### src/rtl/branch_target_buffer_pkg.sv
// Shared definitions for the branch target buffer: counter operations and
// the reset/allocate values of the direction counters.
package branch_target_buffer_pkg;

    // Widest direction counter the table supports.
    localparam int unsigned CNT_W_MAX = 3;

    // Per-entry direction counter command, decoded by the table update logic.
    typedef enum logic [1:0] {
        CntHold,
        CntInc,
        CntDec,
        CntLoad
    } cnt_op_e;

    // Weakly not-taken: one below the MSB threshold (0 for a 1-bit counter).
    function automatic int unsigned cnt_reset_val(input int unsigned cnt_w);
        return (32'd1 << (cnt_w - 1)) - 32'd1;
    endfunction

    // Weakly taken: MSB set, all lower bits clear.
    function automatic int unsigned cnt_alloc_val(input int unsigned cnt_w);
        return 32'd1 << (cnt_w - 1);
    endfunction

    // Entry layout, LSB first: target, counter, tag, valid.
    function automatic int unsigned entry_w(input int unsigned pc_w,
                                            input int unsigned tag_w,
                                            input int unsigned cnt_w);
        return pc_w + cnt_w + tag_w + 1;
    endfunction

endpackage

### src/rtl/branch_target_buffer_sat_counter.sv
// CNT_W-wide up/down saturating counter with parallel load, one per BTB entry.
module branch_target_buffer_sat_counter
    import branch_target_buffer_pkg::*;
#(
    parameter int unsigned      CNT_W   = 2,
    parameter logic [CNT_W-1:0] RST_VAL = '0
) (
    input  logic             i_clk,
    input  logic             i_arst_n,
    input  cnt_op_e          i_op,
    input  logic [CNT_W-1:0] i_load_val,
    output logic [CNT_W-1:0] o_count
);

    localparam logic [CNT_W-1:0] CNT_MAX = {CNT_W{1'b1}};

    logic [CNT_W-1:0] r_count;
    logic [CNT_W-1:0] w_count_next;

    // Next count: saturate at both ends, load overrides the current value.
    always_comb begin
        w_count_next = r_count;
        unique case (i_op)
            CntHold: w_count_next = r_count;
            CntInc:  w_count_next = (r_count == CNT_MAX) ? r_count : r_count + 1'b1;
            CntDec:  w_count_next = (r_count == '0) ? r_count : r_count - 1'b1;
            CntLoad: w_count_next = i_load_val;
        endcase
    end

    // Counter state register.
    always_ff @(posedge i_clk or negedge i_arst_n) begin
        if (!i_arst_n) begin
            r_count <= RST_VAL;
        end else begin
            r_count <= w_count_next;
        end
    end

    assign o_count = r_count;

endmodule

### src/rtl/branch_target_buffer.sv
// Direct-mapped, tagged branch target buffer with saturating direction
// counters. Lookup is combinational from stored state; updates from ID land
// on the clock edge. Saturating statistics count resolved branches.
module branch_target_buffer
    import branch_target_buffer_pkg::*;
#(
    parameter int unsigned PC_W    = 64,
    parameter int unsigned ENTRIES = 16,
    parameter int unsigned TAG_W   = 8,
    parameter int unsigned CNT_W   = 2,
    parameter int unsigned STAT_W  = 32
) (
    input  logic              i_clk,
    input  logic              i_arst_n,
    input  logic              i_enable,
    input  logic [PC_W-1:0]   i_if_pc,
    output logic              o_pred_taken,
    output logic [PC_W-1:0]   o_pred_target,
    input  logic              i_upd_valid,
    input  logic [PC_W-1:0]   i_upd_pc,
    input  logic              i_upd_taken,
    input  logic [PC_W-1:0]   i_upd_target,
    input  logic              i_upd_mispredict,
    input  logic              i_stat_clear,
    output logic [STAT_W-1:0] o_stat_lookups,
    output logic [STAT_W-1:0] o_stat_hits,
    output logic [STAT_W-1:0] o_stat_mispred
);

    localparam int unsigned      IDX_W     = $clog2(ENTRIES);
    localparam int unsigned      TAG_LO    = IDX_W + 2;
    localparam int unsigned      TAG_HI    = IDX_W + TAG_W + 1;
    localparam int unsigned      ENT_W     = entry_w(PC_W, TAG_W, CNT_W);
    localparam logic [CNT_W-1:0] CNT_RST   = CNT_W'(cnt_reset_val(CNT_W));
    localparam logic [CNT_W-1:0] CNT_ALLOC = CNT_W'(cnt_alloc_val(CNT_W));

    // Flattened per-entry views of the table flops.
    logic             w_valid  [ENTRIES];
    logic [TAG_W-1:0] w_tag    [ENTRIES];
    logic [CNT_W-1:0] w_cnt    [ENTRIES];
    logic [PC_W-1:0]  w_target [ENTRIES];
    logic [ENT_W-1:0] w_entry  [ENTRIES];

    // Lookup side.
    logic [IDX_W-1:0] w_lk_idx;
    logic [TAG_W-1:0] w_lk_tag;
    logic             w_lk_hit;

    assign w_lk_idx = i_if_pc[IDX_W+1:2];
    assign w_lk_tag = i_if_pc[TAG_HI:TAG_LO];
    assign w_lk_hit = w_valid[w_lk_idx] && (w_tag[w_lk_idx] == w_lk_tag);

    // Prediction outputs straight from stored state (no update bypass).
    always_comb begin
        o_pred_taken  = w_lk_hit && w_cnt[w_lk_idx][CNT_W-1];
        o_pred_target = o_pred_taken ? w_target[w_lk_idx] : '0;
    end

    // Update side.
    logic             w_upd_go;
    logic [IDX_W-1:0] w_upd_idx;
    logic [TAG_W-1:0] w_upd_tag;
    logic             w_upd_hit;

    assign w_upd_go  = i_enable && i_upd_valid;
    assign w_upd_idx = i_upd_pc[IDX_W+1:2];
    assign w_upd_tag = i_upd_pc[TAG_HI:TAG_LO];
    assign w_upd_hit = w_valid[w_upd_idx] && (w_tag[w_upd_idx] == w_upd_tag);

    for (genvar g = 0; g < ENTRIES; g++) begin : g_entry
        logic             w_sel;
        cnt_op_e          w_op;
        logic             r_valid;
        logic [TAG_W-1:0] r_tag;
        logic [PC_W-1:0]  r_target;

        assign w_sel = w_upd_go && (w_upd_idx == IDX_W'(g));

        // Counter command: train on hit, weakly-taken load on taken miss.
        always_comb begin
            w_op = CntHold;
            if (w_sel) begin
                if (w_upd_hit) begin
                    w_op = i_upd_taken ? CntInc : CntDec;
                end else if (i_upd_taken) begin
                    w_op = CntLoad;
                end
            end
        end

        branch_target_buffer_sat_counter #(
            .CNT_W   (CNT_W),
            .RST_VAL (CNT_RST)
        ) u_cnt (
            .i_clk      (i_clk),
            .i_arst_n   (i_arst_n),
            .i_op       (w_op),
            .i_load_val (CNT_ALLOC),
            .o_count    (w_cnt[g])
        );

        // Valid/tag/target: refresh target on taken hit, allocate on taken miss.
        always_ff @(posedge i_clk or negedge i_arst_n) begin
            if (!i_arst_n) begin
                r_valid  <= 1'b0;
                r_tag    <= '0;
                r_target <= '0;
            end else if (w_sel && i_upd_taken) begin
                r_valid  <= 1'b1;
                r_tag    <= w_upd_tag;
                r_target <= i_upd_target;
            end
        end

        assign w_valid[g]  = r_valid;
        assign w_tag[g]    = r_tag;
        assign w_target[g] = r_target;
        assign w_entry[g]  = {r_valid, r_tag, w_cnt[g], r_target};
    end

    // Statistics.
    localparam logic [STAT_W-1:0] STAT_MAX = {STAT_W{1'b1}};

    logic [STAT_W-1:0] r_stat_lookups;
    logic [STAT_W-1:0] r_stat_hits;
    logic [STAT_W-1:0] r_stat_mispred;

    // Saturating stat counters; clear wins over a same-cycle increment.
    always_ff @(posedge i_clk or negedge i_arst_n) begin
        if (!i_arst_n) begin
            r_stat_lookups <= '0;
            r_stat_hits    <= '0;
            r_stat_mispred <= '0;
        end else if (i_enable) begin
            if (i_stat_clear) begin
                r_stat_lookups <= '0;
                r_stat_hits    <= '0;
                r_stat_mispred <= '0;
            end else if (i_upd_valid) begin
                if (r_stat_lookups != STAT_MAX) begin
                    r_stat_lookups <= r_stat_lookups + 1'b1;
                end
                if (w_upd_hit && (r_stat_hits != STAT_MAX)) begin
                    r_stat_hits <= r_stat_hits + 1'b1;
                end
                if (i_upd_mispredict && (r_stat_mispred != STAT_MAX)) begin
                    r_stat_mispred <= r_stat_mispred + 1'b1;
                end
            end
        end
    end

    assign o_stat_lookups = r_stat_lookups;
    assign o_stat_hits    = r_stat_hits;
    assign o_stat_mispred = r_stat_mispred;

    // Low PC bits, high PC bits above the tag and the packed entry view are not consumed.
    logic w_unused;
    assign w_unused = ^{i_if_pc[1:0], i_if_pc[PC_W-1:TAG_HI+1],
                        i_upd_pc[1:0], i_upd_pc[PC_W-1:TAG_HI+1], w_entry[0]};

endmodule

### config.mk
export PLATFORM = sky130hd
export DESIGN_NAME = branch_target_buffer
export DESIGN_NICKNAME = d
export VERILOG_FILES = /design/src/rtl/branch_target_buffer_pkg.sv /design/src/rtl/branch_target_buffer_sat_counter.sv /design/src/rtl/branch_target_buffer.sv
export SDC_FILE = /design/constraint.sdc
export NUM_CORES = 2
export LEC_CHECK = 0
export ABC_AREA = 1
export BUFFER_PORTS_ARGS = -buffer_cell sky130_fd_sc_hd__buf_2
export CAP_MARGIN = 5
export CORE_MARGIN = 1
export CORE_UTILIZATION = 35
export CTS_CLUSTER_DIAMETER = 100
export DETAILED_ROUTE_END_ITERATION = 8
export GPL_ROUTABILITY_DRIVEN = 1
export HOLD_SLACK_MARGIN = 0.03
export PLACE_DENSITY = 0.54
export SETUP_SLACK_MARGIN = 0.1
export SLEW_MARGIN = 20
export SYNTH_ARGS = -nofsm -noshare
export SYNTH_HDL_FRONTEND = slang
export SYNTH_SLANG_ARGS = --single-unit
### constraint.sdc
create_clock -name i_clk -period 2.5 [get_ports i_clk]
set_input_delay 0.125 -clock i_clk [delete_from_list [all_inputs] [get_ports i_clk]]
set_output_delay 0.125 -clock i_clk [all_outputs]
set_load 0.02 [all_outputs]
==> results.md <==
* Status: complete, but fails checks
* Violations in the final reports: setup timing
* Post-Syn Nets at 7599
* ANT nets after route at 0
* Fraction of power consumed by the clock network at 0.418
* Startpoint kind of the worst setup timing path: flop
* Arr. time, crit path at 3.10 ns
* Required time worst endpoint at 2.38 ns
* Path type of the worst min-delay path: in -> reg
* Synth Area in Compound Gates at 0.211
* Final count of negative-setup-slack endpoints at 65
* Sinks on Clock Net at 1296
* H-tree lvl count at 4
* Buffer depth of the longest clock path at 3
* Setup skew after layout at 0.0192 ns
* Core area at 172000 sq um
* Net Sw Frac at 0.271
* Overall overflow remaining after global route at 0
* Multiplexer area fraction after synthesis at 0
* Final Net Count at 7800
* Count of final max-slew check failures at 0
* Share of post-route cells with drive strength above 1 at 0.135
* CTS clk-pin slew, worst paths at 0.06 ns
* Ratio of total power to cell area at 739 nW/um^2
* TritonCTS clock tree: done
* Die width at 418 microns
* Yosys cell types at 50
* First-pass GRT wire length at 320000 microns
* Synthesis Warnings at 0
* Vias in the first global route at 51900
* Root Driver: clkbuf_16
* Critical path endpoint category: primary output
* Remaining max-slew budget at the tightest pin at 0.320
* Final Hold Viols at 0
* Cell accounting for the most synthesized area: dfrtp_1
* Combinational group share of total power at 0.122
* Via count at 53800
* Global Route Usage Sum at 0.235
* Worst slew pin tran at 1.01 ns
* Start-to-end type of the worst setup path: reg -> out
* Leakage power figure at 33.1 nW
* Worst setup margin at -0.728 ns
* Synth-to-Final Area Change at 21.4%
* Row cnt at 152
* Post-Synth Simple-Gate Area at 0.189
* Insertion delay to the later sink of the worst-skew pair at 0.79 ns
* Routability congestion estimate at 0.878
* Total I/O pin count at 360
* Flop pwr share at 0.460
* DR iter-0 viols at 4890
* RSZ-0062 raised after global routing: yes
* Internal power of the cells at 39.5 mW
* Period utilization at 1.29
* Maximum net fanout on the critical path at 12
* Maximum number of pins on one net before global-route repair at 183
* Largest family of logic cells by synthesized area: compound AO/OA/AOI/OAI gates
* Initial cell density of the core at 0.352
* Netlist area before placement at 60500 sq um
* Adder-cell share of the synthesized area at 0.000621
* Max_cap viols at 0
* Antenna violations before repair at 3
* Async set-or-reset flop fraction in the synthesized netlist at 1.00
* Number of buffers inserted by port buffering at 255
* Top post-synthesis cells by area: dfrtp_1, nand2_1, o21ai_0
* DR pass1 iterations at 6
* Area share of the leading cell type in the synthesized netlist at 0.530
* Mean area per synthesized cell at 8.17 sq um
* Most frequently used flop master after synthesis: dfrtp_1
* Share of the yosys chip area belonging to registers at 0.537
* Final design utilization at 0.428
* Final critical delay including setup and external delays at 3.23 ns
* Number of buffers added by the clock tree synthesis step at 152
* Number of storage elements in the synthesis netlist at 1296
* DIE AREA at 174000 sq um
* Filler Cells Inserted at 17200
* Synth Area in XOR/XNOR at 0.00507
* Peak supply drop at 0.618 mV
* Via density at 5.37
* HPWL reported at the end of detailed placement at 115000 microns
* Number of flops mapped to enable cells by yosys at 0
* Average wire length per cell after detail routing at 20.7 microns
* Cell count after synthesis at 7397
* Drc violations at 0
* Y dimension of the die at 418 microns
* Routed wire length at 208000 microns
* Max Freq at 0.310 GHz
* Total net switching power at 14.7 mW
* Worst hold margin at 0.151 ns
==> repair_timing <==
| item | CTS | global route |
|---|---|---|
| resized for setup | 202 | 201 |
| endpoints found under the hold margin | 2413 | 0 |
| hold buffers | 84 | 0 |
| setup buffers | 4 | 30 |
| endpoints found under the setup margin | 101 | 160 |
| pin swaps | 6 | 35 |
| gates cloned | 4 | 14 |
==> cell usage in the layout, fill, tap and decap left out, types with 129 or more instances in the layout <==
master        n
nand3_1     129
o21ai_0    1274
a221oi_1    208
a21oi_1     519
nor2_1      214
buf_4       226
inv_1       250
buf_2       185
clkbuf_16   164
nand2_1    2306
dfrtp_1    1279
==> layer usage <==
metal | wire (microns) | global-route usage
met3 | 11000 | 0.0312
met2 | 95200 | 0.374
met1 | 96100 | 0.332
met4 | 5750 | 0.0729
met5 | 0 | 0
==> metrics by stage <==
stage	power, mW	instances	area, sq um	setup slack (ns)	setup TNS [ns]
global route	56.8	10000	73400	-0.905	-57.21
CTS	54.6	9983	72200	-0.734	-43.88
floorplan	28.9	7397	60500	0.191	0
detailed placement	31.6	9619	65500	-0.404	-27.10
finish	54.2	10000	73400	-0.728	-42.16
global placement	31.4	9619	65500	-0.300	-20.29
==> cell type report <==
type,instances,area (sq um),area share
Inverter,271,1070,0.0146
Tap cell,2310,2890,0.0394
Sequential cell,1296,32500,0.442
Clock inverter,46,528,0.00719
Multi-Input combinational cell,5209,25400,0.346
Clock buffer,226,4530,0.0617
Timing Repair Buffer,667,6470,0.0881
Timing Repair inverter,1,30.0,0.000409
Antenna cell,2,5.00,0.0000682
==> synth_stat cells, types with 3 or more instances <==
| cell | instances |
|---|---|
| a211oi_1 | 3 |
| a21oi_1 | 524 |
| a221oi_1 | 208 |
| a311o_1 | 48 |
| buf_1 | 34 |
| buf_2 | 54 |
| buf_4 | 5 |
| buf_6 | 9 |
| clkbuf_1 | 519 |
| clkinv_1 | 4 |
| dfrtp_1 | 1280 |
| dfstp_2 | 16 |
| ha_1 | 3 |
| inv_1 | 260 |
| inv_2 | 6 |
| nand2_1 | 2351 |
| nand2_2 | 3 |
| nand3_1 | 142 |
| nand4_1 | 39 |
| nor2_1 | 277 |
| nor2_2 | 9 |
| nor3_1 | 59 |
| nor4_1 | 13 |
| o2111ai_1 | 15 |
| o211ai_1 | 33 |
| o21a_1 | 6 |
| o21ai_0 | 1316 |
| o21ai_1 | 10 |
| o21ai_2 | 6 |
| o221ai_1 | 8 |
| o22ai_1 | 11 |
| o31ai_1 | 57 |
| o32ai_1 | 7 |
| or2_2 | 11 |
| xnor2_1 | 6 |
| xor2_1 | 29 |
==> sequential cells by signal, summed over array words and instances (netlist names) <==
| name | count |
|---|---|
| g_entry.r_valid | 16 |
| o_stat_lookups | 32 |
| g_entry.r_target | 1024 |
| g_entry.u_cnt.o_count | 32 |
| o_stat_hits | 32 |
| o_stat_mispred | 32 |
| g_entry.r_tag | 128 |
==> worst max-delay path, stage by stage, from the launching register on <==
cell and delay (ns):
dfrtp_1 0.40, o21ai_0 0.25, a21oi_1 0.08, o211ai_1 0.21
nand2_2 0.13, nand2_1 0.08, nand2_1 0.05, nor2_1 0.11
nand3_1 0.13, nor2_4 0.12, buf_12 0.14, inv_16 0.07
clkbuf_16 0.21, nor2_1 0.11, buf_4 0.15
==> kinds of logic (layout without fill, tap and decap cells) <==
logic type | after synthesis | after routing
AOI/OAI and AO/OA | 2258 | 2258
xor gates and xnor gates | 35 | 35
adders and majority gates | 3 | 3
buffers and inverters | 893 | 1211
DFF | 1296 | 1296
other | 0 | 2
and+or+nand+nor | 2912 | 2913
==> final timing paths <==
check / from / to / slack (ns) / depth (start not counted)
min reg2reg: g_entry[13].r_valid / g_entry[13].r_valid / 0.48 / 2
max in group asynchronous: i_arst_n / g_entry[4].r_target[17] / 1.11 / 5
min in group asynchronous: i_arst_n / g_entry[8].r_target[58] / 0.56 / 4
max reg2reg: g_entry[9].r_tag[1] / g_entry[7].u_cnt.o_count[0] / 0.05 / 20
min: i_upd_valid / g_entry[9].u_cnt.o_count[0] / 0.15 / 7
max: g_entry[13].r_tag[1] / o_pred_target[44] / -0.73 / 14
==> power by group through the flow <==
stage / clock (mW) / combinational (mW) / sequential [mW]
floorplan: 0 / 4.02 / 24.9
global placement: 0 / 6.17 / 25.2
detailed placement: 0 / 6.32 / 25.2
CTS: 23.2 / 6.49 / 24.9
global route: 23.9 / 7.58 / 25.2
finish: 22.6 / 6.62 / 24.9
(Power assumes the default switching activity.)
